[src/rtl/ps2_pkg.sv]
// Shared types and scan-code constants for the PS/2 keyboard command decoder.
//   rx_state_e       : receiver FSM states
//   SC_BREAK/SC_EXT  : break and extended prefix codes
//   SC_UP..SC_RIGHT  : extended arrow-key make codes
//   SC_COLOUR        : digit keys 1-8, which select a colour
package ps2_pkg;

    typedef enum logic [1:0] {
        RX_IDLE  = 2'd0,
        RX_RECV  = 2'd1,
        RX_CHECK = 2'd2
    } rx_state_e;

    localparam int unsigned BYTE_W     = 8;
    localparam int unsigned FRAME_BITS = 10;  // data + parity + stop, start not stored

    localparam logic [7:0] SC_BREAK = 8'hF0;
    localparam logic [7:0] SC_EXT   = 8'hE0;

    localparam logic [7:0] SC_UP    = 8'h75;
    localparam logic [7:0] SC_DOWN  = 8'h72;
    localparam logic [7:0] SC_LEFT  = 8'h6B;
    localparam logic [7:0] SC_RIGHT = 8'h74;

    localparam int unsigned NUM_COLOUR_KEYS = 8;
    localparam logic [7:0] SC_COLOUR [NUM_COLOUR_KEYS] = '{
        8'h16, 8'h1E, 8'h26, 8'h25, 8'h2E, 8'h36, 8'h3D, 8'h3E
    };

    function automatic logic is_arrow(input logic [7:0] b);
        return (b == SC_UP) || (b == SC_DOWN) || (b == SC_LEFT) || (b == SC_RIGHT);
    endfunction

    function automatic logic is_colour(input logic [7:0] b);
        logic hit;
        hit = 1'b0;
        for (int i = 0; i < int'(NUM_COLOUR_KEYS); i++) begin
            if (b == SC_COLOUR[i]) hit = 1'b1;
        end
        return hit;
    endfunction

endpackage

[src/rtl/ps2_rx.sv]
// PS/2 frame receiver: synchronizes the raw PS/2 lines, detects falling clock
// edges, assembles 11-bit frames and validates start/parity/stop, aborting a
// partial frame after TIMEOUT_CYCLES without a clock edge.
//   clk_i, reset_i     : system clock, synchronous active-high reset
//   ps2_clk_i/data_i   : raw asynchronous PS/2 lines
//   byte_valid_c_o     : high during the check cycle of a good frame
//   byte_data_c_o      : received byte, meaningful with byte_valid_c_o
//   frame_err_c_o      : high for one cycle when a frame is rejected
module ps2_rx
    import ps2_pkg::*;
#(
    parameter int unsigned TIMEOUT_CYCLES = 50000
) (
    input  logic       clk_i,
    input  logic       reset_i,
    input  logic       ps2_clk_i,
    input  logic       ps2_data_i,
    output logic       byte_valid_c_o,
    output logic [7:0] byte_data_c_o,
    output logic       frame_err_c_o
);

    localparam int unsigned TW = $clog2(TIMEOUT_CYCLES + 1);
    localparam int unsigned BW = 4;

    logic [1:0]            clk_sync_q;
    logic [1:0]            data_sync_q;
    logic                  clk_prev_q;
    rx_state_e             state_q, state_d;
    logic [BW-1:0]         bit_cnt_q, bit_cnt_d;
    logic [FRAME_BITS-1:0] shift_q, shift_d;
    logic [TW-1:0]         tmo_q, tmo_d;

    logic fall;
    logic data_bit;

    assign fall          = clk_prev_q & ~clk_sync_q[1];
    assign data_bit      = data_sync_q[1];
    assign byte_data_c_o = shift_q[BYTE_W-1:0];

    // Synchronizers idle high so reset never fabricates a falling edge
    always_ff @(posedge clk_i) begin
        if (reset_i) begin
            clk_sync_q  <= 2'b11;
            data_sync_q <= 2'b11;
            clk_prev_q  <= 1'b1;
            state_q     <= RX_IDLE;
            bit_cnt_q   <= '0;
            shift_q     <= '0;
            tmo_q       <= '0;
        end else begin
            clk_sync_q  <= {clk_sync_q[0], ps2_clk_i};
            data_sync_q <= {data_sync_q[0], ps2_data_i};
            clk_prev_q  <= clk_sync_q[1];
            state_q     <= state_d;
            bit_cnt_q   <= bit_cnt_d;
            shift_q     <= shift_d;
            tmo_q       <= tmo_d;
        end
    end

    // Frame assembly, validation and timeout
    always_comb begin
        state_d        = state_q;
        bit_cnt_d      = bit_cnt_q;
        shift_d        = shift_q;
        tmo_d          = tmo_q;
        byte_valid_c_o = 1'b0;
        frame_err_c_o  = 1'b0;

        if (fall) begin
            tmo_d = '0;
        end else if (state_q == RX_RECV) begin
            tmo_d = tmo_q + TW'(1);
        end

        unique case (state_q)
            RX_IDLE: begin
                if (fall) begin
                    if (!data_bit) begin
                        state_d   = RX_RECV;
                        bit_cnt_d = '0;
                    end else begin
                        frame_err_c_o = 1'b1;
                    end
                end
            end
            RX_RECV: begin
                if (fall) begin
                    // LSB-first: after ten shifts stop sits in [9], parity in [8]
                    shift_d = {data_bit, shift_q[FRAME_BITS-1:1]};
                    if (bit_cnt_q == BW'(FRAME_BITS - 1)) begin
                        state_d = RX_CHECK;
                    end else begin
                        bit_cnt_d = bit_cnt_q + BW'(1);
                    end
                end else if (tmo_q == TW'(TIMEOUT_CYCLES - 1)) begin
                    state_d       = RX_IDLE;
                    bit_cnt_d     = '0;
                    tmo_d         = '0;
                    frame_err_c_o = 1'b1;
                end
            end
            RX_CHECK: begin
                state_d = RX_IDLE;
                if ((^shift_q[BYTE_W:0]) && shift_q[FRAME_BITS-1]) begin
                    byte_valid_c_o = 1'b1;
                end else begin
                    frame_err_c_o = 1'b1;
                end
            end
            default: begin
                state_d = RX_IDLE;
            end
        endcase
    end

endmodule

[src/rtl/keyboard_command_decoder.sv]
// Keyboard command decoder: turns PS/2 make codes into the character byte and
// one-cycle char/colour/move strobes for the display controller, discarding
// key releases and unknown extended keys.
//   clk, reset        : system clock, synchronous active-high reset
//   ps2_clk, ps2_data : raw PS/2 lines
//   character         : last accepted scan code
//   char_check        : ordinary key pressed
//   colour_check      : digit key 1-8 pressed
//   move_check        : arrow key pressed
//   frame_err         : frame rejected (start, parity, stop or timeout)
module keyboard_command_decoder
    import ps2_pkg::*;
#(
    parameter int unsigned TIMEOUT_CYCLES = 50000
) (
    input  logic       clk,
    input  logic       reset,
    input  logic       ps2_clk,
    input  logic       ps2_data,
    output logic [7:0] character,
    output logic       char_check,
    output logic       colour_check,
    output logic       move_check,
    output logic       frame_err
);

    logic       rx_valid_c;
    logic [7:0] rx_byte_c;
    logic       rx_err_c;

    logic       brk_q, brk_d;
    logic       ext_q, ext_d;
    logic [7:0] char_q, char_d;
    logic       chr_q, chr_d;
    logic       col_q, col_d;
    logic       mov_q, mov_d;
    logic       err_q, err_d;

    ps2_rx #(
        .TIMEOUT_CYCLES(TIMEOUT_CYCLES)
    ) u_rx (
        .clk_i          (clk),
        .reset_i        (reset),
        .ps2_clk_i      (ps2_clk),
        .ps2_data_i     (ps2_data),
        .byte_valid_c_o (rx_valid_c),
        .byte_data_c_o  (rx_byte_c),
        .frame_err_c_o  (rx_err_c)
    );

    always_ff @(posedge clk) begin
        if (reset) begin
            brk_q  <= 1'b0;
            ext_q  <= 1'b0;
            char_q <= 8'h00;
            chr_q  <= 1'b0;
            col_q  <= 1'b0;
            mov_q  <= 1'b0;
            err_q  <= 1'b0;
        end else begin
            brk_q  <= brk_d;
            ext_q  <= ext_d;
            char_q <= char_d;
            chr_q  <= chr_d;
            col_q  <= col_d;
            mov_q  <= mov_d;
            err_q  <= err_d;
        end
    end

    // Prefix tracking and key classification; a release consumes both prefixes
    always_comb begin
        brk_d  = brk_q;
        ext_d  = ext_q;
        char_d = char_q;
        chr_d  = 1'b0;
        col_d  = 1'b0;
        mov_d  = 1'b0;
        err_d  = rx_err_c;

        if (rx_valid_c) begin
            if (rx_byte_c == SC_BREAK) begin
                brk_d = 1'b1;
            end else if (rx_byte_c == SC_EXT) begin
                ext_d = 1'b1;
            end else if (brk_q) begin
                brk_d = 1'b0;
                ext_d = 1'b0;
            end else if (ext_q) begin
                ext_d = 1'b0;
                if (is_arrow(rx_byte_c)) begin
                    mov_d  = 1'b1;
                    char_d = rx_byte_c;
                end
            end else if (is_colour(rx_byte_c)) begin
                col_d  = 1'b1;
                char_d = rx_byte_c;
            end else begin
                chr_d  = 1'b1;
                char_d = rx_byte_c;
            end
        end
    end

    assign character    = char_q;
    assign char_check   = chr_q;
    assign colour_check = col_q;
    assign move_check   = mov_q;
    assign frame_err    = err_q;

endmodule

[config.mk]
export PLATFORM = sky130hd
export DESIGN_NAME = keyboard_command_decoder
export DESIGN_NICKNAME = d
export VERILOG_FILES = /design/src/rtl/ps2_pkg.sv /design/src/rtl/ps2_rx.sv /design/src/rtl/keyboard_command_decoder.sv
export SDC_FILE = /design/constraint.sdc
export NUM_CORES = 1
export LEC_CHECK = 0
export ABC_CLOCK_PERIOD_IN_PS = 2540
export BUFFER_PORTS_ARGS = -buffer_cell sky130_fd_sc_hd__buf_2
export CORE_MARGIN = 2
export CORE_UTILIZATION = 45
export DETAILED_ROUTE_END_ITERATION = 10
export SKIP_LAST_GASP = 1
export SLEW_MARGIN = 0
export SYNTH_ARGS = -nofsm -noshare
export SYNTH_HDL_FRONTEND = slang
export SYNTH_SLANG_ARGS = --single-unit
[constraint.sdc]
create_clock -name clk -period 2.54 [get_ports clk]
set_clock_uncertainty 0.05 [all_clocks]
set_input_delay 0 -clock clk [delete_from_list [all_inputs] [get_ports clk]]
set_output_delay 0 -clock clk [all_outputs]
set_load 0.01 [all_outputs]
# Word-level counts from Yosys, hierarchy flattened
# Index checks and enable logic that the tools add are counted.
# totals
reg_bits	51
in_bits	4
output_inout_bits	12
word_cells	109
# classes
addsub	2
eq_ne	25
n_mux	46
bitwise_logic	7
reduce_logical	15
# ops
op	count
$mux W16	5
$eq A8 B6 Y1 const B	6
$eq A8 B7 Y1 const B	4
$mux W1	26
$mux W4	5
$add A16 B1 Y16 const B	1
$eq A16 B16 Y1 const B	1
$eq A8 B5 Y1 const B	2
$eq A8 B8 Y1 const B	2
$mux W8	2
$reduce_or A6 Y1	2
$mux W2	5
$reduce_and A5 Y1	2
$reduce_xor A9 Y1	1
$pmux W4 S2	1
$ne A3 B3 Y1 const B	2
$not A1 Y1	6
$reduce_and A2 Y1	3
$add A4 B1 Y4 const B	1
$eq A4 B4 Y1 const B	1
$ne A2 B1 Y1 const B	2
$ne A2 B2 Y1 const B	2
$pmux W2 S2	1
$reduce_and A4 Y1	1
other kinds (9)	11

# Logic depth before layout (Yosys ltp)
# logic_depth
ltp_word	15
depth_mapped	7
ltp_nobuf	6

# Hierarchy
# From an unflattened synthesis, not the netlist that was laid out.
# unflattened
cells_unflattened	272
area_unflattened_um2	2468.6
# modules_own_cells
module	instances	cells_per_inst	area_per_inst_um2	seq_area_each_um2
ps2_rx	1	201	1727.9	740.7
keyboard_command_decoder	1	71	740.7	280.3

# Worst setup path before layout
# No wires, ideal clock.
# synth_timing
path_type	reg2reg
startpoint	register u_rx.shift_q[4]
endpoint	register char_q[0], in the netlist character[0]
t_arrival_ns	2.152
setup_slack_ns	0.267
stages_incl_launch_ff	7
period_less_slack_ns	2.273
cell_sequence	dfxtp_1 > inv_1 > ha_1 > o2111a_1 > or3_1 > a2111oi_4 > mux2i_1
# synth_via
elab_chain_len	6
# synth_lines
element	line	rtl
start: declaration	ps2_rx.sv:31	logic [FRAME_BITS-1:0] shift_q, shift_d;
start signal: assignment	ps2_rx.sv:57	shift_q <= shift_d;
$eq A8 B7 Y1	ps2_pkg.sv:31	return (b == SC_UP) || (b == SC_DOWN) || (b == SC_LEFT) || (b == SC_RIGHT);
$logic_or A1 B1 Y1 (3 in a row)	ps2_pkg.sv:31	
$ne A2 B1 Y1 (no line)	--	
$reduce_and A5 Y1 (no line) (*)	--	
end signal: assignment	keyboard_command_decoder.sv:63	char_q <= char_d;
end: declaration	keyboard_command_decoder.sv:33	logic [7:0] char_q, char_d;
# Every way passes the cells marked *; elsewhere a longest branch is shown, timed or not.
# A chain may end at the register's enable or synchronous reset.

# Final worst setup path
# layout_timing
startpoint	register u_rx.shift_q[1]
endpoint	register col_q, in the netlist colour_check
# layout_via
elab_chain_len	15
# layout_lines
element	line	rtl
$eq A8 B5 Y1	ps2_pkg.sv:38	if (b == SC_COLOUR[i]) hit = 1'b1;
$mux W1 (8 in a row)	ps2_pkg.sv:38	
$mux W1	keyboard_command_decoder.sv:89	end else if (ext_q) begin
$mux W1	keyboard_command_decoder.sv:86	end else if (brk_q) begin
$mux W1	keyboard_command_decoder.sv:84	end else if (rx_byte_c == SC_EXT) begin
$mux W1	keyboard_command_decoder.sv:82	if (rx_byte_c == SC_BREAK) begin
$mux W1	keyboard_command_decoder.sv:81	if (rx_valid_c) begin
$mux W1	keyboard_command_decoder.sv:95	end else if (is_colour(rx_byte_c)) begin
end signal: assignment	keyboard_command_decoder.sv:65	col_q <= col_d;
end: declaration	keyboard_command_decoder.sv:35	logic col_q, col_d;
# Several ways; a longest one is shown, not always the timed one. The select of a mux whose other input is x is not followed.

==> flow_summary.json <==
{
  "final_nets": 322,
  "path_max_fanout": 7,
  "initial_core_util": 0.4678,
  "max_slew.worst_pin.slew_ns": 0.7503,
  "async_flop_share": 0,
  "design_power_total_mw": 1.508,
  "coreArea_mm2": 0.005507,
  "num_vias": 1987,
  "cts_buffer_depth": 2,
  "drv_slew": 0,
  "clock-sinks": 51,
  "antenna_found_initial": 0,
  "die_h_um": 79.67,
  "clk_pin_slew_worst_paths_ns": 0.09,
  "worstSetupEndpointType": "flip-flop",
  "critPathCapture": "colour_check",
  "rows": 27,
  "clock_latency_ns": 0.31,
  "place_hpwl_um": 3406,
  "setup_violations": 0,
  "yosysMostFrequentCell": "dfxtp_1",
  "drt_iter0_drc": 124,
  "fin_tns_setup_ns": 0,
  "yosysUniqueCellTypes": 47,
  "seq_area_frac_synth": 0.3963,
  "die_area_mm2": 0.006347,
  "drt-wirelength-per-cell_um": 12.85,
  "drt-total-wl_um": 4807,
  "first_pass_iters": 4,
  "r2r_slack_ns": 0.21,
  "r2r_start": "u_rx.shift_q[1]",
  "crit_required_ns": 2.70,
  "cts_resized": 0,
  "drc": 0,
  "overflow": 0,
  "max_slew_margin": 0.4998,
  "ant_nets": 0,
  "syn_area_mm2": 0.002576,
  "syn_inst": 282,
  "cts_root_buf": "clkbuf_8",
  "grt_pass1_vias": 1860,
  "ys.flop_type": "dfxtp_1",
  "power_density_mw_per_mm2": 523.0,
  "syn-num-nets": 303,
  "hold_path.class": "in -> reg",
  "grt_pass1_wl_um": 8521,
  "synth.ff_latch_count": 51,
  "hold_viol": 0,
  "pin_count": 16,
  "synth_top_area_cell": "dfxtp_1",
  "yosys.area.top_type_share": 0.3963,
  "layout-drive-gt1-share": 0.1424,
  "io_buffers": 15,
  "gp_congestion": 0.7845,
  "r2r-end": "colour_check",
  "grt_max_degree": 49,
  "fin_crit_ns": 2.330,
  "ir_worst_vdd_uv": 287.7,
  "critical_path_arrival_ns": 2.49,
  "fmax_ghz": 0.4293,
  "rsz0062_at_grt": "no",
  "avgSynthCellArea_um2": 9.136,
  "fin_crit_sh": 0.9172,
  "worstRegToRegCells": 6,
  "startpoint_type": "flip-flop",
  "cts_tree": "built",
  "synth_area_leaders": "dfxtp_1 40%, ha_1 8.3%, nand2b_1 4.6%, nand2_1 4.1%, a21oi_1 3.9%",
  "outcome": "finished clean",
  "antenna_cells": 0,
  "maxCapViolCount": 0,
  "areaGrowthSynthToFinish_pct": 11.90,
  "viasPerCell": 5.313,
  "synth_edf_count": 0,
  "synth_common_cells": "51 x dfxtp_1, 28 x nand2_1, 20 x a21oi_1",
  "htree_levels": 2,
  "p_leak_nw": 0.9763,
  "globalRouteTotalUtil": 0.1715,
  "crit_start": "u_rx.shift_q[1]",
  "ys_warn_count": 0,
  "cts_made_buffers": 5,
  "crit_type": "reg -> reg",
  "die_w_um": 79.67
}
[worst max-delay path: stages, from the launching register on]
cell and delay, ns:
dfxtp_1 0.45, inv_1 0.10, ha_1 0.30, xnor3_1 0.34
xnor2_1 0.26, or3_1 0.45, nor4b_1 0.28
[area by class of cell]
class	instances	area, um2
tap	72	90.09
timing repair buffer	24	147.6
clock buffer	5	68.82
fill	505	2624
multi-input combinational	204	1431
sequential	51	1021
inverter	15	56.30
clock inverter	3	67.56
[cells by family (layout without fill, tap and decap cells)]
group | Yosys count | count (layout) | share of synthesized area
flops | 51 | 51 | 0.3963
mux | 10 | 10 | 0.04080
xor+xnor | 12 | 12 | 0.04614
buf+inv | 27 | 47 | 0.04808
fa+ha+maj | 17 | 17 | 0.08256
simple gates | 118 | 118 | 0.2511
compound gates | 47 | 47 | 0.1350
[through the flow]
stage,instances,setup slack [ns],hold WS (ns),utilization,instance area [um2]
2_1_floorplan,282,0.2666,0.05381,-,2576
3_3_place_gp,364,0.2738,0.1350,0.4951,2726
3_5_place_dp,364,0.2118,0.1388,0.4951,2726
4_1_cts,374,0.1948,0.2189,0.5235,2883
5_1_grt,374,0.03450,0.2551,0.5235,2883
6_report,374,0.2104,0.2185,0.5235,2883
[power breakdown]
| part | switching (mW) | leakage [nW] | internal (mW) |
|---|---|---|---|
| logic | 0.0210 | 0.500 | 0.0146 |
| registers | 0.00214 | 0.412 | 0.803 |
| clock network | 0.274 | 0.0644 | 0.393 |
| total | 0.297 | 0.976 | 1.21 |
[sequential cells by signal, indices dropped and copies added (netlist names)]
signal and count:
brk_q 1, char_check 1, character 8, colour_check 1, ext_q 1, frame_err 1, move_check 1, u_rx.bit_cnt_q 4
u_rx.clk_prev_q 1, u_rx.clk_sync_q 2, u_rx.data_sync_q 2, u_rx.shift_q 10, u_rx.state_q 2, u_rx.tmo_q 16
[placed cells by master, fill, tap and decap left out, drive strengths merged, types with 3 or more instances in the layout]
master,synthesis,layout
ha,17,17
clkbuf,10,5
or2,6,6
nand3,8,8
nor4b,3,3
dfxtp,51,51
a211oi,3,3
nor2,19,19
or4,8,8
mux2i,9,9
xnor2,7,7
inv,15,15
o21ai,3,3
nor3,6,6
nor4,4,4
nand4,3,3
or3,6,6
nand2,28,28
xor2,4,4
o31ai,6,6
nand2b,19,19
a2111oi,3,3
a21oi,20,20
buf,1,22
[worst min path at each step]
| stage | start | to | depth (start not counted) |
|---|---|---|---|
| floorplan | ps2_clk | u_rx.clk_sync_q[0] | 1 |
| global placement | ps2_clk | u_rx.clk_sync_q[0] | 2 |
| detailed placement | ps2_clk | u_rx.clk_sync_q[0] | 2 |
| CTS | reset | u_rx.shift_q[9] | 2 |
| global route | reset | u_rx.shift_q[9] | 2 |
| finish | reset | u_rx.shift_q[6] | 2 |
[timing repair]
action / in CTS / in global routing
buffers inserted: 0 / 0
setup endpoints to repair: 0 / 0
hold endpoints to repair: 2 / 0
hold buffers: 2 / 0
[metal layers]
metal / vias up / track usage / part of all wire
met3: 5 / 0.04072 / 0.030
met2: 22 / 0.2756 / 0.45
met1: 936 / 0.2258 / 0.50
li1: 1024 / - / -
met5: - / 0 / 0
met4: 0 / 0.05690 / 0.014
(Power assumes the default switching activity.)
